### src/rtl/seg7_scan_driver.sv
// Multiplexed 7-segment driver: serial shift-add-3 binary-to-BCD conversion feeding a scanned display.
// Optional macro SEG7_LEADING_ZERO_BLANK_EN blanks zero digits above the most-significant nonzero digit.

module seg7_digit_glyph (
  input  logic [3:0] nib,
  input  logic       blank,
  input  logic       dash,
  output logic [6:0] seg
);
  always_comb begin
    seg = 7'b111_1111;
    if (dash) seg = 7'b011_1111;
    else if (!blank) begin
      case (nib)
        4'd0:    seg = 7'b100_0000;
        4'd1:    seg = 7'b111_1001;
        4'd2:    seg = 7'b010_0100;
        4'd3:    seg = 7'b011_0000;
        4'd4:    seg = 7'b001_1001;
        4'd5:    seg = 7'b001_0010;
        4'd6:    seg = 7'b000_0010;
        4'd7:    seg = 7'b101_1000;
        4'd8:    seg = 7'b000_0000;
        4'd9:    seg = 7'b001_0000;
        default: seg = 7'b111_1111;
      endcase
    end
  end
endmodule

module seg7_scan_driver #(
  parameter int DIGITS   = 4,
  parameter int WIDTH    = 14,
  parameter int SCAN_DIV = 50000
) (
  input  logic              i_clk,
  input  logic              i_rst_n,
  input  logic              i_valid,
  input  logic [WIDTH-1:0]  i_value,
  output logic              o_ready,
  output logic [6:0]        o_seg7,
  output logic [DIGITS-1:0] o_an,
  output logic              o_ovf
);
  localparam int IW = (DIGITS > 1) ? $clog2(DIGITS) : 1;
  localparam int CW = $clog2(WIDTH + 1);
  localparam int PW = $clog2(SCAN_DIV);

  function automatic logic [63:0] pow10(input int n);
    logic [63:0] r;
    r = 64'd1;
    for (int i = 0; i < n; i++) r = r * 64'd10;
    return r;
  endfunction

  localparam logic [63:0] CAPACITY = pow10(DIGITS);

  typedef enum logic [1:0] {IDLE, CONV, COMMIT} state_t;

  state_t                 state, state_nxt;
  logic [WIDTH-1:0]       shreg;
  logic [DIGITS-1:0][3:0] bcd, bcd_adj, disp_bcd;
  logic [4*DIGITS-1:0]    adj_flat;
  logic [CW-1:0]          cnt;
  logic                   ovf_cap;
  logic                   hs;
  logic                   conv_done;

  assign hs        = (state == IDLE) && i_valid;
  assign conv_done = (cnt == CW'(WIDTH));

  always_ff @(posedge i_clk or negedge i_rst_n)
    if (!i_rst_n) state <= IDLE;
    else          state <= state_nxt;

  always_comb begin
    state_nxt = state;
    o_ready   = 1'b0;
    case (state)
      IDLE: begin
        o_ready = 1'b1;
        if (i_valid) state_nxt = CONV;
      end
      CONV:    if (conv_done) state_nxt = COMMIT;
      COMMIT:  state_nxt = IDLE;
      default: state_nxt = IDLE;
    endcase
  end

  always_comb begin
    bcd_adj = bcd;
    for (int k = 0; k < DIGITS; k++)
      if (bcd[k] >= 4'd5) bcd_adj[k] = bcd[k] + 4'd3;
  end
  assign adj_flat = bcd_adj;

  // WIDTH shift cycles, then one settle cycle with cnt==WIDTH before COMMIT
  always_ff @(posedge i_clk or negedge i_rst_n) begin
    if (!i_rst_n) begin
      shreg    <= '0;
      bcd      <= '0;
      cnt      <= '0;
      ovf_cap  <= 1'b0;
      disp_bcd <= '0;
      o_ovf    <= 1'b0;
    end else begin
      if (hs) begin
        shreg   <= i_value;
        bcd     <= '0;
        cnt     <= '0;
        ovf_cap <= (64'(i_value) >= CAPACITY);
      end else if (state == CONV && !conv_done) begin
        shreg <= shreg << 1;
        bcd   <= {adj_flat[4*DIGITS-2:0], shreg[WIDTH-1]};
        cnt   <= cnt + 1'b1;
      end
      if (state == COMMIT) begin
        disp_bcd <= bcd;
        o_ovf    <= ovf_cap;
      end
    end
  end

  logic [DIGITS-1:0][6:0] glyph;

`ifdef SEG7_LEADING_ZERO_BLANK_EN
  logic [DIGITS-1:0] lead_zero;
  always_comb begin
    logic run;
    run       = 1'b1;
    lead_zero = '0;
    for (int k = DIGITS - 1; k >= 0; k--) begin
      run          = run && (disp_bcd[k] == 4'd0);
      lead_zero[k] = run;
    end
  end
`endif

  for (genvar g = 0; g < DIGITS; g++) begin : g_dig
    logic blank;
`ifdef SEG7_LEADING_ZERO_BLANK_EN
    assign blank = (g != 0) && lead_zero[g] && !o_ovf;
`else
    assign blank = 1'b0;
`endif
    seg7_digit_glyph u_glyph (
      .nib   (disp_bcd[g]),
      .blank (blank),
      .dash  (o_ovf),
      .seg   (glyph[g])
    );
  end

  logic [PW-1:0] pre;
  logic [IW-1:0] idx;
  logic          tick;

  assign tick = (pre == PW'(SCAN_DIV - 1));

  always_ff @(posedge i_clk or negedge i_rst_n) begin
    if (!i_rst_n) begin
      pre    <= '0;
      idx    <= '0;
      o_an   <= '1;
      o_seg7 <= 7'b111_1111;
    end else begin
      pre <= tick ? '0 : pre + 1'b1;
      if (tick) begin
        o_an   <= ~(DIGITS'(1) << idx);
        o_seg7 <= glyph[idx];
        idx    <= (idx == IW'(DIGITS - 1)) ? '0 : idx + 1'b1;
      end
    end
  end
endmodule

### config.mk
export PLATFORM = sky130hd
export DESIGN_NAME = seg7_scan_driver
export DESIGN_NICKNAME = d
export VERILOG_FILES = /design/src/rtl/seg7_scan_driver.sv
export SDC_FILE = /design/constraint.sdc
export NUM_CORES = 1
export LEC_CHECK = 0
export ABC_CLOCK_PERIOD_IN_PS = 4300
export BUFFER_PORTS_ARGS = -buffer_cell sky130_fd_sc_hd__buf_2
export CAP_MARGIN = 20
export CORE_ASPECT_RATIO = 1.2
export CORE_MARGIN = 2
export CORE_UTILIZATION = 55
export CTS_CLUSTER_DIAMETER = 30
export DETAILED_ROUTE_END_ITERATION = 8
export GPL_TIMING_DRIVEN = 0
export HOLD_SLACK_MARGIN = 0.08
export PLACE_DENSITY = 0.83
export SLEW_MARGIN = 0
export SYNTH_ARGS = -nofsm -noshare
export SYNTH_HDL_FRONTEND = slang
export SYNTH_HIERARCHICAL = 1
export SYNTH_SLANG_ARGS = --single-unit
### constraint.sdc
create_clock -name i_clk -period 4.3 [get_ports i_clk]
set_clock_uncertainty 0.2 [all_clocks]
set_input_delay 0.645 -clock i_clk [delete_from_list [all_inputs] [get_ports i_clk]]
set_output_delay 0.645 -clock i_clk [all_outputs]
set_load 0.1 [all_outputs]
==> impl_metrics.py, run 1 <==
metrics = {
    "worst_setup_path": {
        "slowest_delay_ns": 0.82,
        "crit_buf_inv": 1,
        "critical_path_class": "register to output port",
        "cp_slowest_cell": "dfrtp_1",
        "path_cells": "buf_2",
        "worstPathRequired_ns": 3.45,
        "reg2reg_depth": 8,
        "worstSetupPathDepth": 1,
        "critical-path-top-delay-family": "flip-flops",
        "crit_path_start_kind": "register",
        "crit_arrival_ns": 1.74,
        "crit_fanout": 14,
        "worst_setup_path_end_kind": "output port",
        "rrSetupSlack_ns": 2.16,
    },
    "place": {
        "dp_hpwl_mm": 7.20,
        "placed_cells": 677,
        "place.gp.congestion": 0.820,
        "placed_cell_area_um2": 5300,
        "io_buffers": 29,
    },
    "detailed_routing": {
        "drtIter0Drc": 166,
        "first_pass_iters": 4,
        "vias": 3763,
        "dr.max_layer_used": "met4",
        "vias_per_cell": 5.43,
        "antenna_left": 0,
        "met3WireLength_um": 361,
        "met1_length_mm": 4.11,
        "drt-total-wl_mm": 9.88,
        "wl_per_cell_um": 14.3,
        "drc": 0,
        "wl_met2_mm": 5.13,
    },
    "pwr": {
        "p_per_area_nw_per_um2": 541,
        "p_sw_frac": 0.389,
        "p_int_mw": 1.83,
        "p_clk_frac": 0.208,
        "p_seq_frac": 0.391,
        "power_frac_comb": 0.401,
        "power_switching_mw": 1.16,
        "ir_worst_vdd_mv": 0.428,
        "power_leakage_nw": 2.52,
    },
    "yosys": {
        "syn_area_um2": 4920,
        "synth_seq_area_share": 0.425,
        "postSynthAreaPerCell_um2": 9.56,
        "synth_xor_area_frac": 0.0463,
        "synth-adder-area-share": 0.0889,
        "synthMuxAreaShare": 0.0719,
        "yosys_most_used_dff": "dfrtp_1",
        "async_reset_ff_frac": 1.00,
        "synth.distinct_cells": 41,
        "yosys.area_share.simple": 0.215,
        "syn_inst": 515,
        "yosys_warnings": 6,
        "yosys.area.top_type_share": 0.366,
        "synth_area_leaders": "dfrtp_1 (37%), ha_1 (8.9%), nand2_1 (7.0%)",
        "synth_edf_count": 0,
        "synth_seq_cells": 83,
        "synth_top_family_by_area": "simple AND/OR/NAND/NOR gates",
        "synth_largest_area_cell": "dfrtp_1",
        "synth_compound_area_frac": 0.101,
    },
    "floorplan": {
        "boundaryPins": 30,
        "die_w_um": 90.4,
        "die_h_um": 108,
        "row_count": 37,
        "coreArea_um2": 8660,
        "dieArea_um2": 9730,
        "start_util": 0.569,
    },
    "timing": {
        "tns_ns": 0,
        "period_needed_ns": 2.59,
        "fmax_mhz": 387,
        "hold_viol": 0,
        "layout_worst_path_cycle_share": 0.601,
        "slew_headroom": 0.516,
        "worst_pin_slew_ns": 0.726,
        "finalSetupViolCount": 0,
        "rsz0062_at_grt": "no",
        "slew_violations": 0,
    },
    "global_routing": {
        "grt_pass1_wl_mm": 17.0,
        "track_usage": 0.220,
        "grt_pass1_vias": 3764,
        "grt-ovfl-total": 0,
        "grt_max_degree": 61,
        "grt_antenna_before_repair": 0,
    },
    "final_layout": {
        "finalNetCount": 624,
        "fillers": 675,
        "drive_above_1_share": 0.177,
        "diodes": 0,
        "postLayoutCellArea_um2": 5530,
        "fin_cells": 693,
        "areaGrowthSynthToFinish_pct": 12.2,
    },
    "clock_network": {
        "cts_setup_buffers": 0,
        "cts.sinks": 83,
        "cts_tree": "yes",
        "cts_buffer_depth": 2,
        "h-tree-depth": 3,
        "clkLatencyLatePin_ns": 0.36,
        "cts_buffers": 9,
        "clockRootBuffer": "clkbuf_8",
        "clkSlewWorstSetupHoldPaths_ns": 0.08,
        "cts.repair.resized": 0,
    },
    "worst_hold_path": {
        "hold_depth": 2,
        "worst_hold_path_type": "register to register",
    },
    "outcome": {
        "status": "completed",
    },
    "job": {
        "maxCapViolCount": 0,
    },
}
==> cells in the final DEF, fill, tap and decap left out, types with 12 or more instances in the layout <==
master	synthesis	layout
xnor2_1	16	16
a31oi_1	12	12
o21ai_0	50	50
dfrtp_1	72	72
conb_1	1	16
nand3_1	24	24
buf_2	5	33
a21oi_1	13	13
nor3_1	14	14
mux2_2	13	13
nand2_1	92	92
nor2_1	35	35
inv_1	21	21
ha_1	35	35
==> tightest hold or removal path, cell delays in order (launching register included) <==
cell     delay [ns]
dfstp_2        0.37
nand2_1        0.04
nand2_1        0.04
==> worst paths after layout <==
kind                         startpoint          end
max reg2reg                disp_bcd[13]    o_seg7[3]
max                               o_ovf        o_ovf
min reg2reg                   o_seg7[3]    o_seg7[3]
max in group asynchronous       i_rst_n  disp_bcd[9]
min                           o_seg7[3]    o_seg7[3]
min in group asynchronous       i_rst_n      pre[10]
==> flip-flops by register name, indices dropped and copies added, names as in the netlist <==
name	cells
bcd	16
disp_bcd	16
pre	16
shreg	14
o_seg7	7
cnt	4
o_an	4
idx	2
state	2
o_ovf	1
ovf_cap	1
==> kinds of logic after synthesis <==
logic type	after synthesis
AND/OR/NAND/NOR	208
AO/OA/AOI/OAI	90
flip-flops	83
buffers and inverters	47
adder cells (fa/ha/maj)	35
XOR/XNOR	26
multiplexers	25
other	1
==> per-layer routing <==
metal | up-vias | global-route usage
met2 | 86 | 0.396
met1 | 1792 | 0.247
met4 | 0 | 0.100
met5 | - | 0
li1 | 1857 | -
met3 | 28 | 0.0539
==> cells in the mapped netlist (12+ instances only) <==
library cell	count
ha_1	35
inv_1	21
a31oi_1	12
nor3_1	14
o21ai_0	50
dfrtp_1	72
a21oi_1	13
mux2_2	13
nand2_1	92
nor2_1	35
nand3_1	24
xnor2_1	16
==> timing repair <==
item | 4_1_cts | 5_1_grt
hold buffers | 1 | 0
setup endpoints to repair | 0 | 0
hold endpoints to repair | 12 | 0
==> power groups by stage <==
stage | registers [mW] | clock network [mW] | logic, mW
finish | 1.17 | 0.623 | 1.20
global route | 1.20 | 0.663 | 1.36
CTS | 1.17 | 0.630 | 1.20
detailed placement | 1.18 | 0 | 1.19
global placement | 1.17 | 0 | 1.12
floorplan | 1.14 | 0 | 0.922
==> layout make-up <==
type                    count  area, um^2  area share
clock inverters             5        77.6      0.0140
flip-flops and latches     83        2090       0.378
multi-input cells         400        2640       0.477
plain buffers              26         175      0.0317
inverters                  21        78.8      0.0143
clock buffers              10         138      0.0249
repair buffers             31         185      0.0335
well taps                 117         146      0.0265
==> per-stage QoR <==
step           utilization  setup WS (ns)  power, mW  hold WS (ns)
2_1_floorplan            -           1.36       2.06         0.149
3_3_place_gp         0.609           1.79       2.28         0.240
3_5_place_dp         0.612           2.10       2.37         0.243
4_1_cts              0.638           1.70       3.00         0.254
5_1_grt              0.638           1.65       3.22         0.262
6_report             0.638           1.71       2.99         0.250
No activity file was read; power rests on OpenSTA's default activity.
==> inputs of run 2 (changes only) <==
ABC_CLOCK_PERIOD_IN_PS = 2200   (was 4300)
PLACE_DENSITY = 0.86   (was 0.83)
clock period = 2.2 ns   (was 4.3 ns; I/O delays follow)
==> run 2 against run 1 <==
Worst hold slack worse by 0.077 ns. Critical path depth is 7 higher. Flip-flop and latch count stayed put. Critical path type is now register to register. Critical endpoint is now o_seg7[3].
==> impl_metrics.py, run 2 (synthesis results as in run 1) <==
metrics = {
    "outcome": {
        "status": "completed",
    },
    "detailed_routing": {
        "drtIter0Drc": 173,
        "first_pass_iters": 4,
        "vias": 3952,
        "vias_per_cell": 5.58,
        "antenna_left": 0,
        "wl_per_cell_um": 14.8,
        "drc": 0,
        "drt-total-wl_mm": 10.4,
    },
    "pwr": {
        "power_mw": 5.83,
        "power_leakage_nw": 2.58,
        "p_per_area_nw_per_um2": 1030,
        "ir_worst_vdd_mv": 0.982,
    },
    "global_routing": {
        "grt_pass1_vias": 3871,
        "track_usage": 0.230,
        "grt_pass1_wl_mm": 18.0,
        "grt_antenna_before_repair": 0,
        "grt-ovfl-total": 0,
        "grt_max_degree": 64,
    },
    "worst_setup_path": {
        "crit_arrival_ns": 2.13,
        "cp_slowest_cell": "mux4_2",
        "crit_fanout": 6,
        "critical_path_class": "register to register",
        "path_cells": "inv_1 > ha_1 > nand2_1 > o21ai_0 > o21ai_0 > mux4_2 > nand2_1 > nand2_1",
        "crit_path_start_kind": "register",
        "cpMostUsedCell": "nand2_1",
        "worstPathRequired_ns": 2.29,
        "slowest_delay_ns": 0.49,
        "worst_setup_path_end_kind": "register",
    },
    "floorplan": {
        "boundaryPins": 30,
        "coreArea_um2": 8660,
        "row_count": 37,
        "start_util": 0.569,
        "die_h_um": 108,
        "die_w_um": 90.4,
        "dieArea_um2": 9730,
    },
    "timing": {
        "slew_violations": 0,
        "worst_pin_slew_ns": 0.542,
        "holdWs_ns": 0.174,
        "slew_headroom": 0.639,
        "period_needed_ns": 2.04,
        "finalSetupViolCount": 0,
        "tns_ns": 0,
        "rsz0062_at_grt": "no",
        "fmax_mhz": 489,
        "hold_viol": 0,
        "layout_worst_path_cycle_share": 0.929,
    },
    "final_layout": {
        "drive_above_1_share": 0.183,
        "diodes": 0,
        "finalCoreUtilization": 0.655,
        "postLayoutCellArea_um2": 5670,
        "layout_commonest_cell": "nand2_1",
        "finalNetCount": 639,
        "top_regs": "bcd x16, disp_bcd x16, pre x16",
        "final_cell_mix": "nand2_1 (92), dfrtp_1 (70), o21ai_0 (50), ha_1 (35), nor2_1 (34)",
        "areaGrowthSynthToFinish_pct": 15.1,
    },
    "place": {
        "io_buffers": 29,
        "dp_hpwl_mm": 7.30,
        "placed_cell_area_um2": 5310,
        "place.gp.congestion": 0.818,
    },
    "clock_network": {
        "cts_buffer_depth": 2,
        "cts.sinks": 83,
        "clockRootBuffer": "clkbuf_8",
        "clkSlewWorstSetupHoldPaths_ns": 0.09,
        "cts_buffers": 9,
        "h-tree-depth": 3,
        "cts_tree": "yes",
        "clkLatencyLatePin_ns": 0.36,
    },
    "job": {
        "maxCapViolCount": 0,
    },
    "worst_hold_path": {
        "worst_hold_path_type": "input port to register",
    },
}
[run 2: cell types whose count changed in the layout (fill, tap and decap cells not counted), sizes merged]
cell	before	now
dlygate4sd3	1	15
inv	21	23
buf	45	46
bufinv	2	1
clkinv	2	1
[run 2: final timing paths]
path / slack [ns] / start / end / depth (start not counted)
max: 0.16 / disp_bcd[1] / o_seg7[3] / 8
min: 0.17 / i_valid / shreg[0] / 4
max reg2reg: 0.16 / disp_bcd[1] / o_seg7[3] / 8
min reg2reg: 0.25 / o_seg7[5] / o_seg7[5] / 2
max in group asynchronous: 1.01 / i_rst_n / disp_bcd[1] / 3
min in group asynchronous: 0.19 / i_rst_n / pre[13] / 2
[run 2: what timing repair did]
item | CTS | global route
endpoints found under the hold margin | 98 | 0
resized for setup | 0 | 5
buffers inserted | 0 | 1
hold buffers | 15 | 0
setup endpoints to repair | 0 | 3
[run 2: area by class of cell]
class | count | area (um^2)
fillers | 659 | 2990
multi-input cells | 400 | 2640
flip-flops and latches | 83 | 2090
repair buffers | 46 | 333
plain buffers | 26 | 178
well taps | 117 | 146
clock buffers | 10 | 138
inverters | 21 | 78.8
clock inverters | 5 | 60.1
[run 2: where the power goes]
group | internal (mW) | total, mW | switching (mW)
sequential | 1.93 | 2.29 | 0.365
clock | 0.556 | 1.12 | 0.562
combinational | 1.02 | 2.43 | 1.41
[run 2: through the flow]
step	setup slack, ns	std cells
floorplan	0.235	530
global placement	-0.123	676
detailed placement	0.160	677
CTS	0.107	707
global route	0.0297	708
finish	0.156	708
[run 2: metal layers]
metal | global-route usage | vias up | part of all wire
li1 | - | 1893 | -
met1 | 0.258 | 1925 | 0.40
met2 | 0.427 | 107 | 0.54
met3 | 0.0427 | 27 | 0.035
met4 | 0.102 | 0 | 0.026
met5 | 0 | - | 0
[run 2: worst max-delay path, delay by kind of cell, from the launching register on]
family | cells | cell delay, ns
AOI/OAI and AO/OA | 2 | 0.28
adders and majority gates | 1 | 0.27
buffers and inverters | 1 | 0.09
DFF | 1 | 0.42
muxes | 1 | 0.49
and+or+nand+nor | 3 | 0.21
